===== src/rtl/mem_bus_ctrl.sv =====
// Memory-bus controller: routes CPU mem_cmd accesses to RAM, the LED register or the switch port with WAIT_STATES access cycles.
// Define MEM_BUS_ERR_EN to enable the sticky bus_err flag and LED read-back.
module mem_bus_ctrl #(
    parameter int                ADDR_W      = 9,
    parameter int                DATA_W      = 16,
    parameter int                RAM_AW      = 8,
    parameter int                WAIT_STATES = 1,
    parameter logic [ADDR_W-1:0] LED_ADDR    = 9'h100,
    parameter logic [ADDR_W-1:0] SW_ADDR     = 9'h140
) (
    input  logic              clk,
    input  logic              reset,
    input  logic [1:0]        mem_cmd,
    input  logic [ADDR_W-1:0] mem_addr,
    input  logic [DATA_W-1:0] write_data,
    output logic [DATA_W-1:0] read_data,
    output logic              mem_ready,
    output logic [RAM_AW-1:0] ram_addr,
    output logic [DATA_W-1:0] ram_din,
    output logic              ram_we,
    input  logic [DATA_W-1:0] ram_dout,
    input  logic [7:0]        sw,
    output logic [7:0]        led,
    output logic              bus_err
);

    localparam logic [1:0] CMD_READ  = 2'b01;
    localparam logic [1:0] CMD_WRITE = 2'b10;
    localparam logic [3:0] WAIT_INIT = 4'(WAIT_STATES);

    typedef enum logic [1:0] {IDLE, ACCESS, DONE} state_t;
    typedef enum logic [1:0] {TGT_RAM, TGT_LED, TGT_SW, TGT_UNMAPPED} target_t;

    state_t            state;
    state_t            state_next;
    target_t           target_dec;
    target_t           target_q;
    logic              is_write_q;
    logic [RAM_AW-1:0] addr_q;
    logic [DATA_W-1:0] data_q;
    logic [3:0]        wait_cnt;
    logic [7:0]        sw_meta;
    logic [7:0]        sw_sync;
    logic              cmd_valid;

    assign cmd_valid = (mem_cmd == CMD_READ) || (mem_cmd == CMD_WRITE);

    always_comb begin
        target_dec = TGT_UNMAPPED;
        if ((mem_addr >> RAM_AW) == '0)
            target_dec = TGT_RAM;
        else if (mem_addr == LED_ADDR)
            target_dec = TGT_LED;
        else if (mem_addr == SW_ADDR)
            target_dec = TGT_SW;
    end

    always_ff @(posedge clk or negedge reset) begin
        if (!reset)
            state <= IDLE;
        else
            state <= state_next;
    end

    // ram_we is confined to the last ACCESS cycle so a reset mid-access never leaves a partial write
    always_comb begin
        state_next = state;
        mem_ready  = 1'b0;
        ram_we     = 1'b0;
        case (state)
            IDLE: begin
                if (cmd_valid)
                    state_next = ACCESS;
            end
            ACCESS: begin
                if (wait_cnt == 4'd1) begin
                    state_next = DONE;
                    ram_we     = is_write_q && (target_q == TGT_RAM);
                end
            end
            DONE: begin
                mem_ready  = 1'b1;
                state_next = IDLE;
            end
            default: state_next = IDLE;
        endcase
    end

    assign ram_addr = addr_q;
    assign ram_din  = data_q;

    always_ff @(posedge clk or negedge reset) begin
        if (!reset) begin
            target_q   <= TGT_RAM;
            is_write_q <= 1'b0;
            addr_q     <= '0;
            data_q     <= '0;
            wait_cnt   <= '0;
            sw_meta    <= '0;
            sw_sync    <= '0;
            read_data  <= '0;
            led        <= '0;
        end else begin
            sw_meta <= sw;
            sw_sync <= sw_meta;
            case (state)
                IDLE: begin
                    if (cmd_valid) begin
                        target_q   <= target_dec;
                        is_write_q <= (mem_cmd == CMD_WRITE);
                        addr_q     <= mem_addr[RAM_AW-1:0];
                        data_q     <= write_data;
                        wait_cnt   <= WAIT_INIT;
                    end
                end
                ACCESS: wait_cnt <= wait_cnt - 4'd1;
                DONE: begin
                    if (!is_write_q) begin
                        case (target_q)
                            TGT_RAM: read_data <= ram_dout;
                            TGT_SW:  read_data <= DATA_W'(sw_sync);
`ifdef MEM_BUS_ERR_EN
                            TGT_LED: read_data <= DATA_W'(led);
`endif
                            default: read_data <= '0;
                        endcase
                    end else if (target_q == TGT_LED) begin
                        led <= data_q[7:0];
                    end
                end
                default: ;
            endcase
        end
    end

`ifdef MEM_BUS_ERR_EN
    // Sticky: only reset clears it
    always_ff @(posedge clk or negedge reset) begin
        if (!reset)
            bus_err <= 1'b0;
        else if ((state == IDLE && mem_cmd == 2'b11) ||
                 (state == DONE && ((target_q == TGT_UNMAPPED) ||
                                    (is_write_q && target_q == TGT_SW) ||
                                    (!is_write_q && target_q == TGT_LED))))
            bus_err <= 1'b1;
    end
`else
    assign bus_err = 1'b0;
`endif

endmodule


===== config.mk =====
export PLATFORM = sky130hd
export DESIGN_NAME = mem_bus_ctrl
export DESIGN_NICKNAME = d
export VERILOG_FILES = /design/src/rtl/mem_bus_ctrl.sv
export SDC_FILE = /design/constraint.sdc
export NUM_CORES = 1
export LEC_CHECK = 0
export CAP_MARGIN = 5
export CORE_MARGIN = 2
export CORE_UTILIZATION = 30
export DETAILED_ROUTE_END_ITERATION = 10
export PLACE_DENSITY = 0.62
export SYNTH_ARGS = -nofsm -noshare
export SYNTH_HDL_FRONTEND = slang
export SYNTH_SLANG_ARGS = --single-unit

===== constraint.sdc =====
create_clock -name clk -period 2.9 [get_ports clk]
set_input_delay 0.435 -clock clk [delete_from_list [all_inputs] [get_ports clk]]
set_output_delay 0.435 -clock clk [all_outputs]
set_load 0.1 [all_outputs]

==> results of run 1 <==
## layout make-up
class / count / area, um^2 / area share, %
flip-flops and latches: 73 / 1830 / 45.5
repair buffers: 105 / 928 / 23.1
multi-input cells: 161 / 896 / 22.3
clock buffers: 12 / 155 / 3.87
well taps: 111 / 139 / 3.46
clock inverters: 4 / 51.3 / 1.28
inverters: 4 / 15.0 / 0.374
## cell usage after synthesis (2+ instances only)
cell,instances
nand2_1,98
dfrtp_1,73
mux2i_1,11
o21ai_0,10
mux2_2,8
buf_2,6
o31ai_2,6
clkbuf_1,4
inv_1,4
ha_1,3
a31oi_1,2
buf_4,2
buf_6,2
nand3_1,2
nor2_1,2
nor2b_1,2
nor4_1,2
o31ai_1,2
## registers in the layout, summed over array words and instances (netlist names)
register and cells:
is_write_q 1, sw_sync 8, led 8, state 2, read_data 16, sw_meta 8, ram_addr 8, target_q 2
wait_cnt 4, ram_din 16
## cells by family after synthesis
logic type	after synthesis
buffers and inverters	18
AO/OA/AOI/OAI	22
XOR/XNOR	1
adder cells (fa/ha/maj)	3
flip-flops	73
multiplexers	19
other	1
AND/OR/NAND/NOR	115
## per-stage QoR
stage	hold WS, ns	std cells	utilization (%)	worst slack, ns
after floorplan	0.139	252	-	0.191
after global placement	0.334	454	41.6	0.482
after detailed placement	0.335	454	41.6	0.445
after CTS	0.266	470	43.8	0.669
after global routing	0.294	470	43.8	0.560
final	0.213	470	43.8	0.691
## worst reg2reg max path, delay by kind of cell (launching register included)
family | cells | cell delay (ns)
AO/OA/AOI/OAI | 1 | 0.09
flip-flops | 1 | 0.47
AND/OR/NAND/NOR | 2 | 1.10
## worst max-delay path by stage
| stage | cells after the start | endpoint |
|---|---|---|
| after detailed placement | 6 | wait_cnt[0]$_DFFE_PN0P_ |
| final | 6 | ram_we |
| after floorplan | 4 | led[0]$_DFFE_PN0P_ |
| after global placement | 6 | wait_cnt[0]$_DFFE_PN0P_ |
| after CTS | 6 | ram_we |
| after global routing | 3 | ram_we |
## layer usage
metal	global-route usage [%]	routed length, um	share of wire [%]
met5	0	0	0
met4	5.37	95	1.5
met3	3.19	320	5.0
met2	21.0	2950	46
met1	17.2	3010	47
==> metrics.md, run 1 <==
| Metric | Value |
|---|---|
| Num CTS Buffers | 9 |
| Antenna violations before repair | 0 |
| Diodes inserted | 0 |
| Mapped Avg Cell Area | 11.2 um^2 |
| Final setup violation count | 0 |
| Htree depth | 3 |
| PortBufs | ~100 |
| FP Rows | 35 |
| Worst path buffer plus inverter count | 2 |
| Post-detail-place hpwl | 4420 um |
| Slew margin rel. | 30.6% |
| CP max-delay cell | dfrtp_1 |
| Synth warnings | 0 |
| Multiplexer share of the synthesized area | 7.11% |
| FFs w/ async S/R, synth | 100% |
| CP delay by family, top | simple AND/OR/NAND/NOR gates |
| Synth Area in Adders | between 1 and 1.5% |
| Netlist cell types | 31 |
| Placer Congestion | 0.723 |
| CTS clock-pin slew for the worst setup and hold paths | around 0.070 ns |
| Worst-path fanout max | 3 |
| Reg-to-reg slack, setup | 1.11 ns |
| Post-CTS resize count | 0 |
| Setup Skew | 0.00721 ns |
| DRC | 0 |
| Detail Route Antenna Nets | 0 |
| Total grt overflow | 0 |
| Largest family of logic cells by synthesized area | simple AND/OR/NAND/NOR gates |
| Status | finished, final reports clean |
| Tot GR Track Use | 13.2% |
| Setup Buffers After CTS | 0 |
| WL per Instance | 13.6 um |
| Crit path launch | wait_cnt[1]$_DFFE_PN0P_ |
| Fin. Hold Viols | 0 |
| Synth top area share | 64.9% |
| Die area | 10,200 um^2 |
| Pins Over Slew Limit | 0 |
| IO Pins | 104 |
| Peak per-stage delay on the critical path | 0.40 ns |
| DR vias/cell | 4.39 |
| CP Launch Type | flop |
| CP required | 2.47 ns |
| Setup_tns | 0 ns |
| Max Fclk | 0.453 GHz |
| Worst-Skew Late Latency | about 0.34 ns |
| Fill cells | 883 |
| Vias | between 2k and 2.5k |
| Arrival @ worst endpoint | ~1.8 ns |
| Worst hold path type | input pin to asynchronous set/reset pin |
| Class of the most critical setup path | flop to primary output |
| # hold bufs at CTS | 0 |
| Complex-gate fraction of the synthesized area | roughly 5.9% |
| First-pass GRT wire length | 10,300 um |
| Commonest cells after routing, fill and taps aside | 98 x nand2_1, 73 x dfrtp_1, 53 x buf_4 |
| R2r startpoint | state[0]$_DFFE_PN0P_ |
| Final period util | roughly three quarters |
| DP Area | 3800 um^2 |
| CTS tree | yes |
| Synth area leaders | dfrtp_1 65%, nand2_1 13%, mux2i_1 3.9% |
| Starting Density | 30.8% |
| Worst setup EP type | primary output |
| Worst Tran Pin Value | 1.04 ns |
| Die H | 101 um |
| RSZ-0062 raised after global routing | no |
| Die width | 101 um |
| Number of synthesized register bits | 73 |
| Area grow syn2layout | 42.5% |
| Fin area | 4010 um^2 |
| CTS root buf | clkbuf_8 |
| Critical path, cell by cell | inv_1, ha_1, nor3b_1, nor2b_1, and3_1, buf_12 |
| Number of global-route vias before repair | 2,116 |
| Cell Area, Synth | 2820 um^2 |
| Leading area contributor after synthesis | dfrtp_1 |
| XOR/XNOR Fraction of Synth Area | 0.311% |
| EDFF count, synth | 0 |
| Post-layout minimum cycle time | 2.21 ns |
| DR iter-0 viols | 51 |
| Simple-Gate Fraction of Synth Area | 16.9% |
| Seq/Total Area, Yosys | about two thirds |
| TritonRoute pass-1 iters | 4 |
| Synthesized Nets | 308 |
| Post-Synthesis Cells | roughly 250 |
| Final nets | 410 |
| Worst r2r dst | read_data[7]$_DFFE_PN0P_ |
| Clk sinks | 73 |
| Deepest clock path buffer count | 2 |
| WL final | 6380 um |
| Layout cells sized above 1 | 23.4% |
| Ys flop type | dfrtp_1 |
| MaxCap Viol Count | 0 |
| Core footprint | 9150 um^2 |
| R2R depth | 3 |
| Commonest non-fill, non-tap cell in the layout | nand2_1 |
| Largest net degree at the start of global routing | 74 |
Power of run 1 is not shown: default switching activity piles up to over one toggle a cycle in this logic, so the estimate is an artifact.
==> inputs of run 2 (changes only) <==
- clock period: 2.9 -> 2.16 ns (I/O delays scaled with it)
==> run 2 against run 1 <==
Compared with the run above:
- design area increased by 2.7%
- cell count up 1.3%
- first-iteration DRC count is 16% higher
- sequential cell count is the same
- critical path type unchanged
- critical endpoint unchanged
==> metrics.md, run 2 (synthesis results as in run 1) <==
| Metric | Value |
|---|---|
| CTS clock-pin slew for the worst setup and hold paths | 0.08 ns (about the same) |
| Area grow syn2layout | 46.3% |
| Worst path buffer plus inverter count | 2 (unchanged) |
| RSZ-0062 raised after global routing | no |
| Final nets | 416 (+1.5%) |
| Number of global-route vias before repair | 2,085 (-1.5%) |
| Final setup violation count | 0 (unchanged) |
| WL final | 6160 um (-3.4%) |
| Setup Skew | 0.00889 ns (+0.00168 ns) |
| Die width | 101 um (unchanged) |
| Vias | 2,065 (+0.097%) |
| Status | finished, final reports clean |
| Critical path, cell by cell | inv_1, ha_1, nor3b_2, nor2b_4, and3_1, buf_12 |
| Core footprint | 9150 um^2 (unchanged) |
| First-pass GRT wire length | 10,100 um (-2.7%) |
| Class of the most critical setup path | flop to primary output |
| TritonRoute pass-1 iters | 4 (unchanged) |
| CP delay by family, top | simple AND/OR/NAND/NOR gates |
| Fin. Hold Viols | 0 (unchanged) |
| CP Launch Type | flop |
| Clk sinks | 73 (unchanged) |
| Post-detail-place hpwl | 4370 um (-1.0%) |
| Setup_tns | 0 ns (unchanged) |
| Commonest non-fill, non-tap cell in the layout | nand2_1 |
| Worst-path fanout max | 3 (unchanged) |
| CTS root buf | clkbuf_8 |
| PortBufs | 102 (unchanged) |
| CP max-delay cell | dfrtp_1 |
| Worst setup EP type | primary output |
| Htree depth | 3 (unchanged) |
| CTS tree | yes |
| DR iter-0 viols | 59 (+16%) |
| Starting Density | 30.8% (unchanged) |
| Post-layout minimum cycle time | between 2 and 2.5 ns |
| R2R depth | 3 (unchanged) |
| Setup Buffers After CTS | 0 (unchanged) |
| Placer Congestion | 0.690 (-4.5%) |
| DR vias/cell | 4.34 (-1.2%) |
| Deepest clock path buffer count | 2 (unchanged) |
| Pins Over Slew Limit | 0 (unchanged) |
| Largest net degree at the start of global routing | 41 (-45%) |
| Diodes inserted | 0 (unchanged) |
| Die area | 10,200 um^2 (unchanged) |
| Layout cells sized above 1 | 25.5% (+2.1 points) |
| DRC | 0 (unchanged) |
| Final period util | 93.4% |
| MaxCap Viol Count | 0 (unchanged) |
| CP required | 1.84 ns (-0.63 ns) |
| Worst-Skew Late Latency | 0.33 ns (about the same) |
| Max Fclk | 0.496 GHz |
| FP Rows | 35 (unchanged) |
| Crit path depth | 6 (unchanged) |
| Tot GR Track Use | 12.8% (-0.40 points) |
| Arrival @ worst endpoint | 1.69 ns (-0.08 ns) |
| Cell depth of the worst hold path | 0 |
| Commonest cells after routing, fill and taps aside | 98 x nand2_1, 73 x dfrtp_1, 56 x buf_4 |
| WL per Instance | 12.9 um (-4.6%) |
| Antenna violations before repair | 0 (unchanged) |
| Detail Route Antenna Nets | 0 (unchanged) |
| Peak per-stage delay on the critical path | 0.40 ns (about the same) |
| Die H | 101 um (unchanged) |
| Num CTS Buffers | 9 (unchanged) |
| Worst hold path type | flop to flop |
| IO Pins | 104 (unchanged) |
| Total grt overflow | 0 (unchanged) |
[run 2: worst paths after layout]
kind | slack (ns) | startpoint | end
max | 0.14 | wait_cnt[1]$_DFFE_PN0P_ | ram_we
min | 0.35 | sw_meta[6]$_DFF_PN0_ | sw_sync[6]$_DFF_PN0_
max reg2reg | 0.55 | state[1]$_DFFE_PN0P_ | led[0]$_DFFE_PN0P_
min reg2reg | 0.35 | sw_meta[6]$_DFF_PN0_ | sw_sync[6]$_DFF_PN0_
max in group asynchronous | 1.11 | reset | read_data[9]$_DFFE_PN0P_
min in group asynchronous | 0.48 | reset | read_data[13]$_DFFE_PN0P_
[run 2: layout make-up]
cell class                      count  area, um^2
Clock buffer                       10         138
Clock inverter                      6        88.8
Fill cell                         882        5030
Inverter                            4        15.0
Multi-Input combinational cell    161         911
Sequential cell                    73        1830
Tap cell                          111         139
Timing Repair Buffer              111        1000
[run 2: what timing repair did]
| item | CTS | global route |
|---|---|---|
| setup endpoints to repair | 0 | 1 |
| endpoints found under the hold margin | 33 | 0 |
| hold buffers | 1 | 0 |
| gates resized for setup | 0 | 3 |
[run 2: routing by layer]
layer,share of wire [%],GRT usage (%),vias to the layer above
li1,-,-,1036
met2,46,19.3,73
met1,47,17.2,954
met4,0.41,4.74,0
met3,6.8,3.95,2
met5,0,0,-
[run 2: worst register-to-register path, stage by stage, from the launching register on]
cell     delay [ns]
dfrtp_1        0.43
nor2b_2        0.19
and4b_1        0.48
mux2_2         0.39
[run 2: per-stage QoR]
stage / worst slack, ns / area (um^2) / hold WS (ns) / util (%) / instances
after detailed placement: 0.158 / 3870 / 0.312 / 42.3 / 459
after global routing: 0.00889 / 4120 / 0.364 / 45.0 / 476
after floorplan: 0.0310 / 2820 / 0.0284 / - / 252
after global placement: 0.195 / 3870 / 0.301 / 42.3 / 459
after CTS: 0.0445 / 4110 / 0.352 / 44.9 / 476
final: 0.142 / 4120 / 0.353 / 45.0 / 476
Power of run 2 is left out for the same reason.
==> inputs of run 3 (changes only) <==
- clock period: 2.16 -> 2.1 ns (I/O delays scaled with it)
==> run 3 against run 2 <==
Compared with the run above:
- sequential share of layout area fell by 0.43 points
- non-clock buffer count rose by 2
- core utilization rose by 0.44 points
- setup slack got worse by 0.046 ns
==> metrics.md, run 3 (synthesis results as in run 1) <==
| Metric | Value |
|---|---|
| Status | finished, final reports clean |
| WL final | 6480 um (+5.1%) |
| CTS tree | yes |
| Setup Skew | 0.00873 ns (-0.000160 ns) |
| CTS root buf | clkbuf_8 |
| Max Fclk | 0.499 GHz |
| Fin area | 4160 um^2 (+0.97%) |
| DP Area | 3880 um^2 (+0.32%) |
| Dpl cells | 460 (+0.22%) |
| Number of global-route vias before repair | 2,184 (+4.7%) |
| Arrival @ worst endpoint | 1.69 ns (about the same) |
| Core footprint | 9150 um^2 (unchanged) |
| R2R depth | 3 (unchanged) |
| Final setup violation count | 0 (unchanged) |
| Deepest clock path buffer count | 2 (unchanged) |
| Area grow syn2layout | 47.7% |
| Commonest cells after routing, fill and taps aside | 98 x nand2_1, 73 x dfrtp_1, 58 x buf_4 |
| WL per Instance | 13.6 um (+4.7%) |
| Worst setup EP type | primary output |
| Die area | 10,200 um^2 (unchanged) |
| Clk sinks | 73 (unchanged) |
| Crit path depth | 6 (unchanged) |
| Post-detail-place hpwl | 4610 um (+5.4%) |
| Tot GR Track Use | 13.3% (+0.55 points) |
| Die width | 101 um (unchanged) |
| Starting Density | 30.8% (unchanged) |
| Antenna violations before repair | 0 (unchanged) |
| Fin. Hold Viols | 0 (unchanged) |
| Commonest non-fill, non-tap cell in the layout | nand2_1 |
| CP max-delay cell | dfrtp_1 |
| CP required | 1.78 ns (-0.06 ns) |
| CTS clock-pin slew for the worst setup and hold paths | 0.07 ns (about the same) |
| IO Pins | 104 (unchanged) |
| Detail Route Antenna Nets | 0 (unchanged) |
| Total grt overflow | 0 (unchanged) |
| DR vias/cell | 4.44 (+2.3%) |
| Htree depth | 3 (unchanged) |
| DR iter-0 viols | 42 (-29%) |
| Finished Layout Cells | 478 (+0.42%) |
| CP Launch Type | flop |
| Largest net degree at the start of global routing | 41 (unchanged) |
| Cell depth of the worst hold path | 0 (unchanged) |
| TritonRoute pass-1 iters | 4 (unchanged) |
| Worst-path fanout max | 3 (unchanged) |
| Worst hold slack | 0.345 ns (-0.00829 ns) |
| Worst-Skew Late Latency | 0.33 ns (about the same) |
| Final nets | 418 (+0.48%) |
| Critical path, cell by cell | inv_1, ha_1, nor3b_4, nor2b_4, and3_4, buf_12 |
| Diodes inserted | 0 (unchanged) |
| Num CTS Buffers | 9 (unchanged) |
| Die H | 101 um (unchanged) |
| Class of the most critical setup path | flop to primary output |
| Vias | 2,121 (+2.7%) |
| Worst path buffer plus inverter count | 2 (unchanged) |
| Layout cells sized above 1 | 25.6% (+0.13 points) |
| CP delay by family, top | simple AND/OR/NAND/NOR gates |
| Worst hold path type | flop to flop |
| First-pass GRT wire length | 10,500 um (+4.3%) |
| Setup_tns | 0 ns (unchanged) |
| Final period util | 95.4% |
| FP Rows | 35 (unchanged) |
| MaxCap Viol Count | 0 (unchanged) |
| Placer Congestion | 0.684 (-0.88%) |
| Peak per-stage delay on the critical path | 0.41 ns (about the same) |
| Post-layout minimum cycle time | 2.00 ns |
| Pins Over Slew Limit | 0 (unchanged) |
| DRC | 0 (unchanged) |
| PortBufs | 102 (unchanged) |
-- run 3: path summary, 6_finish.rpt --
kind,from,end,slack (ns)
max,wait_cnt[1]$_DFFE_PN0P_,ram_we,0.1
min,sw_meta[0]$_DFF_PN0_,sw_sync[0]$_DFF_PN0_,0.35
max reg2reg,state[1]$_DFFE_PN0P_,led[4]$_DFFE_PN0P_,0.48
min reg2reg,sw_meta[0]$_DFF_PN0_,sw_sync[0]$_DFF_PN0_,0.35
max in group asynchronous,reset,led[4]$_DFFE_PN0P_,1.04
min in group asynchronous,reset,read_data[13]$_DFFE_PN0P_,0.46
-- run 3: cell type report --
| class | count | area [um^2] |
|---|---|---|
| tap | 111 | 139 |
| clock buffer | 11 | 131 |
| inverter | 4 | 15.0 |
| sequential | 73 | 1830 |
| fill | 872 | 4990 |
| multi-input combinational | 161 | 927 |
| timing repair buffer | 113 | 1020 |
| clock inverter | 5 | 104 |
-- run 3: per-stage QoR --
step	utilization [%]	worst slack, ns
2_1_floorplan	-	0.0567
3_3_place_gp	42.4	0.172
3_5_place_dp	42.4	0.151
4_1_cts	45.2	0.0111
5_1_grt	45.4	-0.0189
6_report	45.4	0.0963
-- run 3: worst register-to-register path: stages (launching register included) --
cell and delay, ns:
dfrtp_1 0.44, nor2b_4 0.18, and4b_1 0.50, mux2_2 0.40
-- run 3: repair_timing --
item / CTS / global route
hold buffers: 1 / 0
setup endpoints to repair: 1 / 1
endpoints found under the hold margin: 33 / 0
setup buffers: 0 / 1
resized for setup: 1 / 4
-- run 3: routing by layer --
| layer | vias to the layer above | global-route usage (%) | part of all wire (%) |
|---|---|---|---|
| li1 | 1035 | - | - |
| met1 | 1012 | 17.1 | 45 |
| met2 | 72 | 21.1 | 47 |
| met3 | 2 | 5.27 | 7.1 |
| met4 | 0 | 3.48 | 0.46 |
| met5 | - | 0 | 0 |
Power of run 3 is left out for the same reason.
